## src/rtl/elevator_pkg.sv

```systemverilog
// Shared elevator definitions: floor/request widths, panel timing constants,
// floor codes, the call-panel state enum and the floor controller's direction enum.
package elevator_pkg;

    localparam int unsigned N_FLOORS = 5;
    localparam int unsigned FLOOR_W  = 3;
    localparam int unsigned SETTLE   = 3;
    localparam int unsigned DWELL    = 8;
    localparam int unsigned CNT_W    = 4;

    typedef enum logic [FLOOR_W-1:0] {
        FLOOR_A = 3'd0,
        FLOOR_B = 3'd1,
        FLOOR_C = 3'd2,
        FLOOR_D = 3'd3,
        FLOOR_E = 3'd4
    } floor_e;

    typedef enum logic [1:0] {
        IDLE  = 2'd0,
        OPEN  = 2'd1,
        CLOSE = 2'd2
    } panel_state_e;

    // Direction of travel used by the floor controller.
    typedef enum logic {
        UP   = 1'b0,
        DOWN = 1'b1
    } dir_e;

endpackage

```

## src/rtl/elevator_call_panel_if.sv

```systemverilog
// Call panel <-> floor controller bundle.
//   btn       : raw call buttons (one per floor)
//   floor     : current floor code from the controller
//   req       : held requests toward the controller
//   door_open : door open indication
//   pending   : any request held
// master = controller/button side, slave = call panel.
interface elevator_call_panel_if;
    import elevator_pkg::*;

    logic [N_FLOORS-1:0] btn;
    logic [FLOOR_W-1:0]  floor;
    logic [N_FLOORS-1:0] req;
    logic                door_open;
    logic                pending;

    modport master (
        output btn,
        output floor,
        input  req,
        input  door_open,
        input  pending
    );

    modport slave (
        input  btn,
        input  floor,
        output req,
        output door_open,
        output pending
    );

endinterface

```

## src/rtl/ec_dwell_timer.sv

```systemverilog
// Loadable down-counter for the door dwell time.
//   clk, rst_n : clock, async active-low reset
//   load       : load load_val (has priority over en)
//   en         : decrement by one, stops at zero
//   load_val   : reload value
//   zero_c     : counter is zero (combinational from the register)
module ec_dwell_timer #(
    parameter int unsigned CNT_W = 4
) (
    input  logic             clk,
    input  logic             rst_n,
    input  logic             load,
    input  logic             en,
    input  logic [CNT_W-1:0] load_val,
    output logic             zero_c
);

    logic [CNT_W-1:0] cnt_q;
    logic [CNT_W-1:0] cnt_d;

    // Next count.
    always_comb begin
        cnt_d = cnt_q;
        if (load) begin
            cnt_d = load_val;
        end else if (en && (cnt_q != '0)) begin
            cnt_d = cnt_q - CNT_W'(1);
        end
    end

    // Count register.
    always_ff @(posedge clk or negedge rst_n) begin
        if (!rst_n) begin
            cnt_q <= '0;
        end else begin
            cnt_q <= cnt_d;
        end
    end

    assign zero_c = (cnt_q == '0);

endmodule

```

## src/rtl/elevator_call_panel.sv

```systemverilog
// Call panel: latches call-button presses into held requests, waits for the
// controller's floor to settle, opens the door at a requested floor for the
// dwell time, then clears that floor's request.
//   clk  : rising-edge clock
//   rst  : asynchronous active-low reset
//   bus  : slave side of elevator_call_panel_if (btn, floor in; req, door_open,
//          pending out). req and door_open are registered, pending is |req.
module elevator_call_panel
    import elevator_pkg::*;
(
    input  logic                  clk,
    input  logic                  rst,
    elevator_call_panel_if.slave  bus
);

    logic [N_FLOORS-1:0] btn_q, btn_d;
    logic [N_FLOORS-1:0] req_q, req_d;
    logic [FLOOR_W-1:0]  floor_q, floor_d;
    logic [CNT_W-1:0]    settle_cnt_q, settle_cnt_d;
    logic                door_open_q, door_open_d;
    panel_state_e        state_q, state_d;

    logic [N_FLOORS-1:0] press;
    logic [N_FLOORS-1:0] floor_mask;
    logic                settled;
    logic                hit_req;
    logic                hit_press;
    logic                dwell_load;
    logic                dwell_en;
    logic                dwell_zero;

    assign press      = bus.btn & ~btn_q;
    // One-hot of the sampled floor; an out-of-range code shifts out to all-zero.
    assign floor_mask = N_FLOORS'(1) << floor_q;
    assign settled    = (settle_cnt_q == CNT_W'(SETTLE));
    assign hit_req    = |(req_q & floor_mask);
    assign hit_press  = |(press & floor_mask);

    ec_dwell_timer #(
        .CNT_W (CNT_W)
    ) u_dwell (
        .clk      (clk),
        .rst_n    (rst),
        .load     (dwell_load),
        .en       (dwell_en),
        .load_val (CNT_W'(DWELL - 1)),
        .zero_c   (dwell_zero)
    );

    // Capture, settle and door FSM next-state logic.
    always_comb begin
        btn_d        = bus.btn;
        floor_d      = bus.floor;
        req_d        = req_q | press;
        settle_cnt_d = settle_cnt_q;
        door_open_d  = door_open_q;
        state_d      = state_q;
        dwell_load   = 1'b0;
        dwell_en     = 1'b0;

        if ((bus.floor != floor_q) || (bus.floor >= FLOOR_W'(N_FLOORS))) begin
            settle_cnt_d = '0;
        end else if (!settled) begin
            settle_cnt_d = settle_cnt_q + CNT_W'(1);
        end

        case (state_q)
            IDLE: begin
                if (settled && hit_req) begin
                    state_d     = OPEN;
                    door_open_d = 1'b1;
                    dwell_load  = 1'b1;
                end
            end
            OPEN: begin
                if (bus.floor != floor_q) begin
                    // Car moved with the door open: abandon, keep requests.
                    state_d     = IDLE;
                    door_open_d = 1'b0;
                end else if (hit_press) begin
                    dwell_load = 1'b1;
                end else if (dwell_zero) begin
                    state_d = CLOSE;
                end else begin
                    dwell_en = 1'b1;
                end
            end
            CLOSE: begin
                // A fresh press on this floor in the same cycle keeps its bit.
                req_d        = (req_q & ~floor_mask) | press;
                door_open_d  = 1'b0;
                settle_cnt_d = '0;
                state_d      = IDLE;
            end
            default: begin
                state_d     = IDLE;
                door_open_d = 1'b0;
            end
        endcase
    end

    // State registers.
    always_ff @(posedge clk or negedge rst) begin
        if (!rst) begin
            btn_q        <= '0;
            req_q        <= '0;
            floor_q      <= '0;
            settle_cnt_q <= '0;
            door_open_q  <= 1'b0;
            state_q      <= IDLE;
        end else begin
            btn_q        <= btn_d;
            req_q        <= req_d;
            floor_q      <= floor_d;
            settle_cnt_q <= settle_cnt_d;
            door_open_q  <= door_open_d;
            state_q      <= state_d;
        end
    end

    assign bus.req       = req_q;
    assign bus.door_open = door_open_q;
    assign bus.pending   = |req_q;

endmodule

```

## src/flat_wrapper.sv

```systemverilog
// flat-port wrapper written by rule: the top's interface ports become plain ports
module elevator_call_panel_flat import elevator_pkg::*;
  (clk, rst, bus_btn, bus_floor, bus_req, bus_door_open, bus_pending);
  elevator_call_panel_if bus_i ();
  input  logic clk;
  input  logic rst;
  input wire logic [$bits(bus_i.btn)-1:0] bus_btn;
  input wire logic [$bits(bus_i.floor)-1:0] bus_floor;
  output wire logic [$bits(bus_i.req)-1:0] bus_req;
  output wire logic [$bits(bus_i.door_open)-1:0] bus_door_open;
  output wire logic [$bits(bus_i.pending)-1:0] bus_pending;
  assign bus_i.btn = bus_btn;
  assign bus_i.floor = bus_floor;
  assign bus_req = bus_i.req;
  assign bus_door_open = bus_i.door_open;
  assign bus_pending = bus_i.pending;
  elevator_call_panel u_core (.clk(clk), .rst(rst), .bus(bus_i));
endmodule
```

## config.mk

```make
export PLATFORM = sky130hd
export DESIGN_NAME = elevator_call_panel_flat
export DESIGN_NICKNAME = d
export VERILOG_FILES = /design/src/rtl/elevator_pkg.sv /design/src/rtl/elevator_call_panel_if.sv /design/src/rtl/ec_dwell_timer.sv /design/src/rtl/elevator_call_panel.sv /design/src/flat_wrapper.sv
export SDC_FILE = /design/constraint.sdc
export NUM_CORES = 1
export LEC_CHECK = 0
export BUFFER_PORTS_ARGS = -buffer_cell sky130_fd_sc_hd__buf_2
export CORE_MARGIN = 2
export CORE_UTILIZATION = 55
export CTS_CLUSTER_SIZE = 8
export DETAILED_ROUTE_END_ITERATION = 6
export PLACE_DENSITY = 0.77
export SYNTH_ARGS = -nofsm -noshare
export SYNTH_HDL_FRONTEND = slang
export SYNTH_HIERARCHICAL = 1
export SYNTH_SLANG_ARGS = --single-unit
```

## constraint.sdc

```tcl
create_clock -name clk -period 2.2 [get_ports clk]
set_input_delay 0.66 -clock clk [delete_from_list [all_inputs] [get_ports clk]]
set_output_delay 0.66 -clock clk [all_outputs]
set_load 0.05 [all_outputs]
```

==> results.cfg, run 1 <==
[global_routing]
grt_pass1_wl_um = 3822
grt_usage_pct = 19.23
grt_remaining_overflow = 0
grt_pass1_vias = 944
grt_max_degree = 25
antenna_found_initial = 0

[floorplanning]
die-width_um = 51.53
start_util_pct = 57.27
coreArea_mm2 = 0.002170
num_io_pins = 17
dieHeight_um = 51.53
die-area_mm2 = 0.002655
row_count = 17

[sta]
relSlewSlack_pct = 63.54
setup-violations-final = 0
worst_pin_slew_ps = 546.9
hold_viol = 0
fin_crit_ps = 2128
timing.final.crit_share_pct = 96.73
slew_viol_final = 0
finalClockSkew_ps = 9.100
max_freq_mhz = 469.9

[critical_path]
max_stage_delay_ps = 490
endpoint_kind = register
crit_family = simple AND/OR/NAND/NOR gates
path_buf_inv = 1
cp_max_fo = 5
cp_slowest_cell = or4_4
cp_data_required_time_ps = 2440
crit_path_cell_trace = or2b_1 > o22ai_1 > a311oi_2 > o211ai_1 > nor2_2 > inv_1 > or4_4 > o211ai_2
crit_type = register to register
startpoint_type = register
critPathArrivalTime_ps = 2370

[layout]
num_antenna_cells = 0
post-route-util_pct = 67.01
syn2layout_area_growth_pct = 17.02
final_nets = 162
fin_area_mm2 = 0.001454
drive_gt1_share_pct = 29.53

[cts]
clkLatencyLatePin_ps = 310
h-tree-depth = 1
cts.clk_slew.worst_paths_ps = 130
cts.sinks = 24
cts.path.max_buffers = 2
cts_tree = built
cts_hold_buffers = 0
cts_setup_buffers = 0
cts_resized = 0
ctsRootBufferMaster = clkbuf_4
cts_buffers = 3

[yosys]
avgSynthCellArea_um2 = 10.18
yosysTopAreaCellShare_pct = 48.34
ys_types = 43
yosysTopAreaCell = dfrtp_1
ys_seq_elements = 24
synthFlopType = dfrtp_1
synthCells = 122
synth.most_common_cell = dfrtp_1
syn-cell-area_mm2 = 0.001242
async_flop_share_pct = 100.0
yosysWarnings = 6
synth_edf_count = 0
synthTopCellsByArea = dfrtp_1, nand2_1, xor2_1
synth_seq_area_share_pct = 48.34
synthTopCellsByCount = dfrtp_1, nand2_1, nor2_1

[route]
detail-route-antenna-nets = 0
wire_per_inst_um = 12.91
drt_first_pass_iters = 4
drtIter0Drc = 15
routed_via_density = 5.401
drc_errors = 0
via_count = 956
routed_wl_um = 2285

[power]
p_clk_share_pct = 29.8
p_int_uw = 583.4
p_switching_uw = 177.0
vdd_drop_max_uv = 339.6
comb_power_share_pct = 9.8
p_leak_uw = 0.0006480
power.total_uw = 760.3
cellPowerDensity_mw_per_mm2 = 523.0
swShare_pct = 23.28
p_seq_share_pct = 60.4

[job]
maxCapViolations = 0

[hold_path]
hold_path.class = input port to async pin

[place]
dp_hpwl_um = 1711
portBuffers = 16
finalWeightedCongestion = 0.7487
placed_area_mm2 = 0.001400

[run_status]
status = completed
## cell type report
type / instances / area [um^2]
timing repair buffer: 25 / 147.6
inverter: 6 / 22.52
sequential: 24 / 604.3
tap: 28 / 35.03
multi-input combinational: 90 / 608.1
fill: 176 / 715.7
clock buffer: 4 / 36.28
## kinds of logic after synthesis
family	share of synthesized area (%)
AO/OA/AOI/OAI	14.70
XOR/XNOR	3.525
adder cells (fa/ha/maj)	2.014
buffers and inverters	4.934
flip-flops	48.34
multiplexers	1.712
other	0.6045
AND/OR/NAND/NOR	24.17
## stage by stage
step                      hold WS, ps  TNS (ps)  std cells  setup WS [ps]
after floorplan                 364.4         0        124          14.01
after global placement          449.5    -577.7        173         -179.8
after detailed placement        452.2    -799.4        173         -244.9
after CTS                       323.8         0        177          72.57
after global routing            344.3    -40.74        177         -27.32
final                           316.2         0        177          71.94
## cells in the final DEF, fill, tap and decap left out, types with 3 or more instances in the layout
| cell type | Yosys | layout |
|---|---|---|
| o21ai_0 | 5 | 5 |
| nand3_1 | 4 | 4 |
| inv_1 | 6 | 6 |
| buf_4 | 0 | 9 |
| nand2_1 | 13 | 13 |
| conb_1 | 2 | 4 |
| nor3_1 | 3 | 3 |
| dfrtp_2 | 0 | 3 |
| a21oi_1 | 4 | 4 |
| a21o_1 | 3 | 3 |
| clkbuf_4 | 0 | 3 |
| nor2_1 | 9 | 8 |
| xor2_1 | 5 | 5 |
| dfrtp_1 | 24 | 21 |
| nor3b_1 | 3 | 3 |
| nand2b_1 | 3 | 3 |
| buf_2 | 1 | 16 |
## power by group through the flow
stage,combinational [uW],clock [uW],sequential [uW]
2_1_floorplan,45.9,0,466
6_report,74.3,227,459
4_1_cts,74.5,236,459
5_1_grt,83.3,245,461
3_5_place_dp,74.3,0,467
3_3_place_gp,72.0,0,467
## worst paths after layout
path | slack, ps | to | cells after the start | startpoint
max | 70 | u_core/u_dwell/cnt_q[1] | 8 | u_core/floor_q[1]
min | 320 | u_core/btn_q[0] | 1 | rst
max reg2reg | 70 | u_core/u_dwell/cnt_q[1] | 8 | u_core/floor_q[1]
min reg2reg | 470 | u_core/bus.req[1] | 1 | u_core/btn_q[1]
max in group asynchronous | 1490 | u_core/bus.req[1] | 1 | rst
min in group clk | 460 | u_core/btn_q[2] | 1 | bus_btn[2]
## layer usage
metal	GRT usage, %	part of all wire (%)	wire length (um)	vias to the layer above
met2	35.68	52	1185	14
met3	2.586	2.8	64	2
met4	7.895	0.74	17	0
met5	0	0	0	-
li1	-	-	-	479
met1	22.05	45	1017	461
## registers in the layout (all words and copies together) (netlist names)
| register | flops |
|---|---|
| u_core/btn_q | 5 |
| u_core/bus.door_open | 1 |
| u_core/bus.req | 5 |
| u_core/floor_q | 3 |
| u_core/settle_cnt_q | 4 |
| u_core/state_q | 2 |
| u_core/u_dwell/cnt_q | 4 |
## worst register-to-register path: cells and delay by family (launching register included)
kind | cells | cell delay (ps)
AND/OR/NAND/NOR | 3 | 820
buffers and inverters | 1 | 90
AO/OA/AOI/OAI | 4 | 680
flip-flops | 1 | 460
Note: power is estimated with default switching activity, not from simulation.
==> run 2: changes to the inputs <==
Settings changed: CORE_UTILIZATION 55 to 50, PLACE_DENSITY 0.77 to 0.74.
Clock period 2.2 ns to 1.9 ns, I/O delays scaled along.
==> results.cfg, run 2 (synthesis gave the netlist of run 1 again) <==
[run_status]
status = complete, but fails checks
violations = negative setup slack

[route]
drtIter0Drc = 13
via_count = 1015
drc_errors = 0
detail-route-antenna-nets = 0
routed_wl_um = 2538
wire_per_inst_um = 13.29
routed_via_density = 5.314
drt_first_pass_iters = 4

[power]
p_leak_uw = 0.0007399
cellPowerDensity_mw_per_mm2 = 563.6
vdd_drop_max_uv = 488.7

[floorplanning]
start_util_pct = 51.56
dieHeight_um = 53.85
die-width_um = 53.85
coreArea_mm2 = 0.002410
row_count = 18
num_io_pins = 17
die-area_mm2 = 0.002900

[layout]
final_nets = 174
regArea_um2 = 604.3
layout_common_cells = dfrtp_1, buf_4, buf_2
num_antenna_cells = 0
mostFrequentLayoutCell = dfrtp_1
fin_area_mm2 = 0.001588
finalNonFillerCells = 191
drive_gt1_share_pct = 37.89
n_fill_cell = 190
multi_input_area_um2 = 635.6
syn2layout_area_growth_pct = 27.79

[critical_path]
r2r-start = u_core/floor_q[1]
critPathArrivalTime_ps = 2340
rr_endpoint = u_core/u_dwell/cnt_q[1]
reg2reg_slack_ps = -210
cp_max_fo = 5
endpoint_kind = register
cp_data_required_time_ps = 2140
r2r_cells = 8
crit_type = register to register
startpoint_type = register

[cts]
cts_tree = built
cts_buffers = 3
cts_hold_buffers = 0
h-tree-depth = 1
clkLatencyLatePin_ps = 300
cts.path.max_buffers = 2
ctsRootBufferMaster = clkbuf_4
cts.clk_slew.worst_paths_ps = 120
cts.sinks = 24

[sta]
finalClockSkew_ps = 3.660
layout_setup_ws_ps = -208.3
setup-violations-final = 3
relSlewSlack_pct = 65.33
max_freq_mhz = 474.3
tns_ps = -549.1
timing.final.crit_share_pct = 111.0
fin_crit_ps = 2108
hold_viol = 0
slew_viol_final = 0
worst_pin_slew_ps = 520.0
rsz0062_at_grt = true

[place]
place_ws_ps = -473.6
placed_area_mm2 = 0.001485
portBuffers = 16
dp_hpwl_um = 1953
numPlacedInstances = 185
finalWeightedCongestion = 0.7944

[global_routing]
grt_max_degree = 25
grt_pass1_wl_um = 4257
grt_pass1_vias = 1011
grt_usage_pct = 20.48
grt_remaining_overflow = 0
antenna_found_initial = 0

[job]
maxCapViolations = 0

[hold_path]
hold_path.class = input port to async pin
## run 2: changes by cell type in the layout (fill, tap and decap cells not counted), sizes merged
cell  delta
buf     +12
## run 2: critical path, cell delays in order, from the launching register on
cell	delay, ps
dfrtp_2	470
or2b_1	190
o22ai_1	90
a311oi_2	290
o211ai_1	180
nor2_2	180
inv_2	70
or4_4	480
o211ai_2	70
## run 2: stage by stage
step / power (uW) / hold WS, ps / utilization [%]
global placement: 636.1 / 469.2 / 61.63
floorplan: 593.6 / 274.4 / -
CTS: 907.2 / 227.3 / 64.64
finish: 894.9 / 216.0 / 65.89
global route: 939.2 / 246.9 / 65.89
detailed placement: 640.7 / 465.4 / 61.63
## run 2: how the worst max path moves through the flow
stage,startpoint,to,slack (ps),depth (start not counted)
finish,u_core/floor_q[1],u_core/u_dwell/cnt_q[1],-210,8
global placement,bus_floor[0],u_core/u_dwell/cnt_q[3],-390,9
detailed placement,bus_floor[0],u_core/u_dwell/cnt_q[3],-470,9
floorplan,u_core/bus.req[1],u_core/u_dwell/cnt_q[1],-190,8
global route,u_core/floor_q[1],u_core/u_dwell/cnt_q[1],-330,8
CTS,u_core/floor_q[1],u_core/u_dwell/cnt_q[3],-180,8
## run 2: cell type report
cell class / count / share of cell area (%)
Clock buffer: 4 / 2.285
Inverter: 6 / 1.418
Timing Repair Buffer: 37 / 15.84
Multi-Input combinational cell: 90 / 40.03
Tap cell: 30 / 2.364
Sequential cell: 24 / 38.06
## run 2: timing repair
action                     4_1_cts  5_1_grt
cloned                           0        0
setup buffers                    2        0
gates resized for setup          6        8
pin swaps                        2        2
setup endpoints to repair        5        5
## run 2: power by group
part / total, uW / switching [uW] / internal (uW)
clock network: 258 / 141 / 117
registers: 532 / 9.35 / 523
logic: 105 / 56.4 / 48.4
## run 2: per-layer routing
metal | GRT usage (%) | wire length [um] | vias to the layer above
li1 | - | - | 499
met1 | 24.46 | 1106 | 500
met2 | 35.37 | 1321 | 12
met3 | 5.278 | 69 | 4
met4 | 7.265 | 40 | 0
met5 | 0 | 0 | -
==> run 3: changes to the inputs <==
Settings changed: ABC_AREA from default to 1, PLACE_DENSITY 0.74 to 0.73.
==> results.cfg, run 3 <==
[power]
power.total_uw = 949.6
vdd_drop_max_uv = 413.5
cellPowerDensity_mw_per_mm2 = 648.1
p_leak_uw = 0.0007573

[floorplanning]
row_count = 18
num_io_pins = 17
die-area_mm2 = 0.003010
die-width_um = 54.87
start_util_pct = 52.70
dieHeight_um = 54.87
coreArea_mm2 = 0.002455

[yosys]
yosysTopAreaCell = dfrtp_1
synth_edf_count = 0
synth_seq_area_share_pct = 46.42
yosysTopAreaCellShare_pct = 46.42
ys_seq_elements = 24
async_flop_share_pct = 100.0
synthTopCellsByCount = nand2_1, dfrtp_1, inv_1
synthFlopType = dfrtp_1
syn-cell-area_mm2 = 0.001294
synthTopCellsByArea = dfrtp_1, nand2_1, nand3_1
yosysWarnings = 6
ys_types = 25
synthCells = 170
synth.most_common_cell = nand2_1
avgSynthCellArea_um2 = 7.610

[place]
portBuffers = 16
finalWeightedCongestion = 0.8131
dp_hpwl_um = 1825

[cts]
cts_tree = built
cts.sinks = 24
clkLatencyLatePin_ps = 300
h-tree-depth = 1
cts.path.max_buffers = 2
ctsRootBufferMaster = clkbuf_4
cts.clk_slew.worst_paths_ps = 130
cts_buffers = 3

[critical_path]
endpoint_kind = output pin
crit_type = register to output pin
critPathArrivalTime_ps = 1210
cp_max_fo = 4
reg2reg_slack_ps = 230
cp_data_required_time_ps = 1330
startpoint_type = register

[global_routing]
antenna_found_initial = 0
grt_max_degree = 25
grt_usage_pct = 18.21
grt_remaining_overflow = 0
grt_pass1_vias = 988
grt_pass1_wl_um = 3946

[sta]
worst_pin_slew_ps = 528.3
max_freq_mhz = 560.9
rsz0062_at_grt = false
finalClockSkew_ps = 3.332
setup-violations-final = 0
fin_crit_ps = 1783
hold_viol = 0
tns_ps = 0
timing.final.crit_share_pct = 93.83
slew_viol_final = 0
relSlewSlack_pct = 64.78

[route]
wire_per_inst_um = 10.26
routed_wl_um = 2287
drc_errors = 0
routed_via_density = 4.857
drtIter0Drc = 24
detail-route-antenna-nets = 0
drt_first_pass_iters = 4
via_count = 1083

[run_status]
status = completed

[layout]
syn2layout_area_growth_pct = 13.25
num_antenna_cells = 0
layout_common_cells = nand2_1, inv_1, dfrtp_1
drive_gt1_share_pct = 17.62
final_nets = 206
mostFrequentLayoutCell = nand2_1

[hold_path]
hold_path.class = input port to async pin

[job]
maxCapViolations = 0
## run 3: changes by cell type in the layout (fill, tap and decap cells not counted), sizes merged, moves of 4 or more
cell	before	now
buf	37	18
nand3	4	20
or2b	4	0
nand2	13	47
nor3b	4	0
nor2	9	24
o21ai	5	9
inv	6	24
## run 3: path summary, 6_finish.rpt
path | start | to | cells after the start
worst max-delay path | u_core/bus.req[0] | bus_pending | 3
max in group asynchronous | rst | u_core/floor_q[2] | 1
worst min register to register | u_core/btn_q[4] | u_core/bus.req[4] | 1
worst min-delay path | rst | u_core/floor_q[1] | 1
min in group clk | bus_btn[4] | u_core/btn_q[4] | 1
worst max register to register | u_core/floor_q[0] | u_core/u_dwell/cnt_q[3] | 9
## run 3: worst max-delay path, cell delays in order, from the launching register on
cell	delay, ps
dfrtp_1	430
nor3_1	200
nand2_1	60
buf_2	210
## run 3: cell families (layout without fill, tap and decap cells)
family	after synthesis	in the layout	synth area share, %
AO/OA/AOI/OAI	13	13	5.416
XOR/XNOR	5	5	3.966
adder cells (fa/ha/maj)	2	2	1.934
buffers and inverters	26	47	8.123
flip-flops	24	24	46.42
other	2	4	0.5805
AND/OR/NAND/NOR	98	98	33.56
## run 3: what timing repair did
| action | in CTS | in global routing |
|---|---|---|
| buffers inserted | 0 | 0 |
| resized for setup | 0 | 3 |
| hold buffers | 0 | 0 |
| setup endpoints to repair | 0 | 4 |
## run 3: where the power goes
part / internal, uW / total, uW / switching (uW)
Clock: 117 / 263 / 146
Combinational: 49.2 / 130 / 81.3
Sequential: 534 / 556 / 22.1
## run 3: final cells by class
cell class              count  area [um^2]
multi-input cells         122        600.6
repair buffers             18        95.09
well taps                  30        37.54
clock buffers               4        36.28
flip-flops and latches     24        601.8
fillers                   226        989.7
inverters                  25        93.84
## run 3: through the flow
| stage | instances | hold slack [ps] | setup WS [ps] | utilization, % | cell area [um^2] |
|---|---|---|---|---|---|
| 2_1_floorplan | 172 | 274.4 | 219.8 | - | 1301 |
| 3_3_place_gp | 219 | 441.3 | 74.83 | 57.95 | 1423 |
| 3_5_place_dp | 219 | 444.6 | 7.490 | 57.95 | 1423 |
| 4_1_cts | 223 | 233.2 | 82.13 | 59.43 | 1459 |
| 5_1_grt | 223 | 249.0 | 40.82 | 59.68 | 1465 |
| 6_report | 223 | 219.9 | 117.3 | 59.68 | 1465 |
## run 3: metal layers
layer | wire [um] | global-route usage, % | vias to the layer above
li1 | - | - | 576
met1 | 1110 | 22.47 | 486
met2 | 1081 | 32.74 | 19
met3 | 79 | 2.459 | 2
met4 | 15 | 5.000 | 0
met5 | 0 | 0 | -
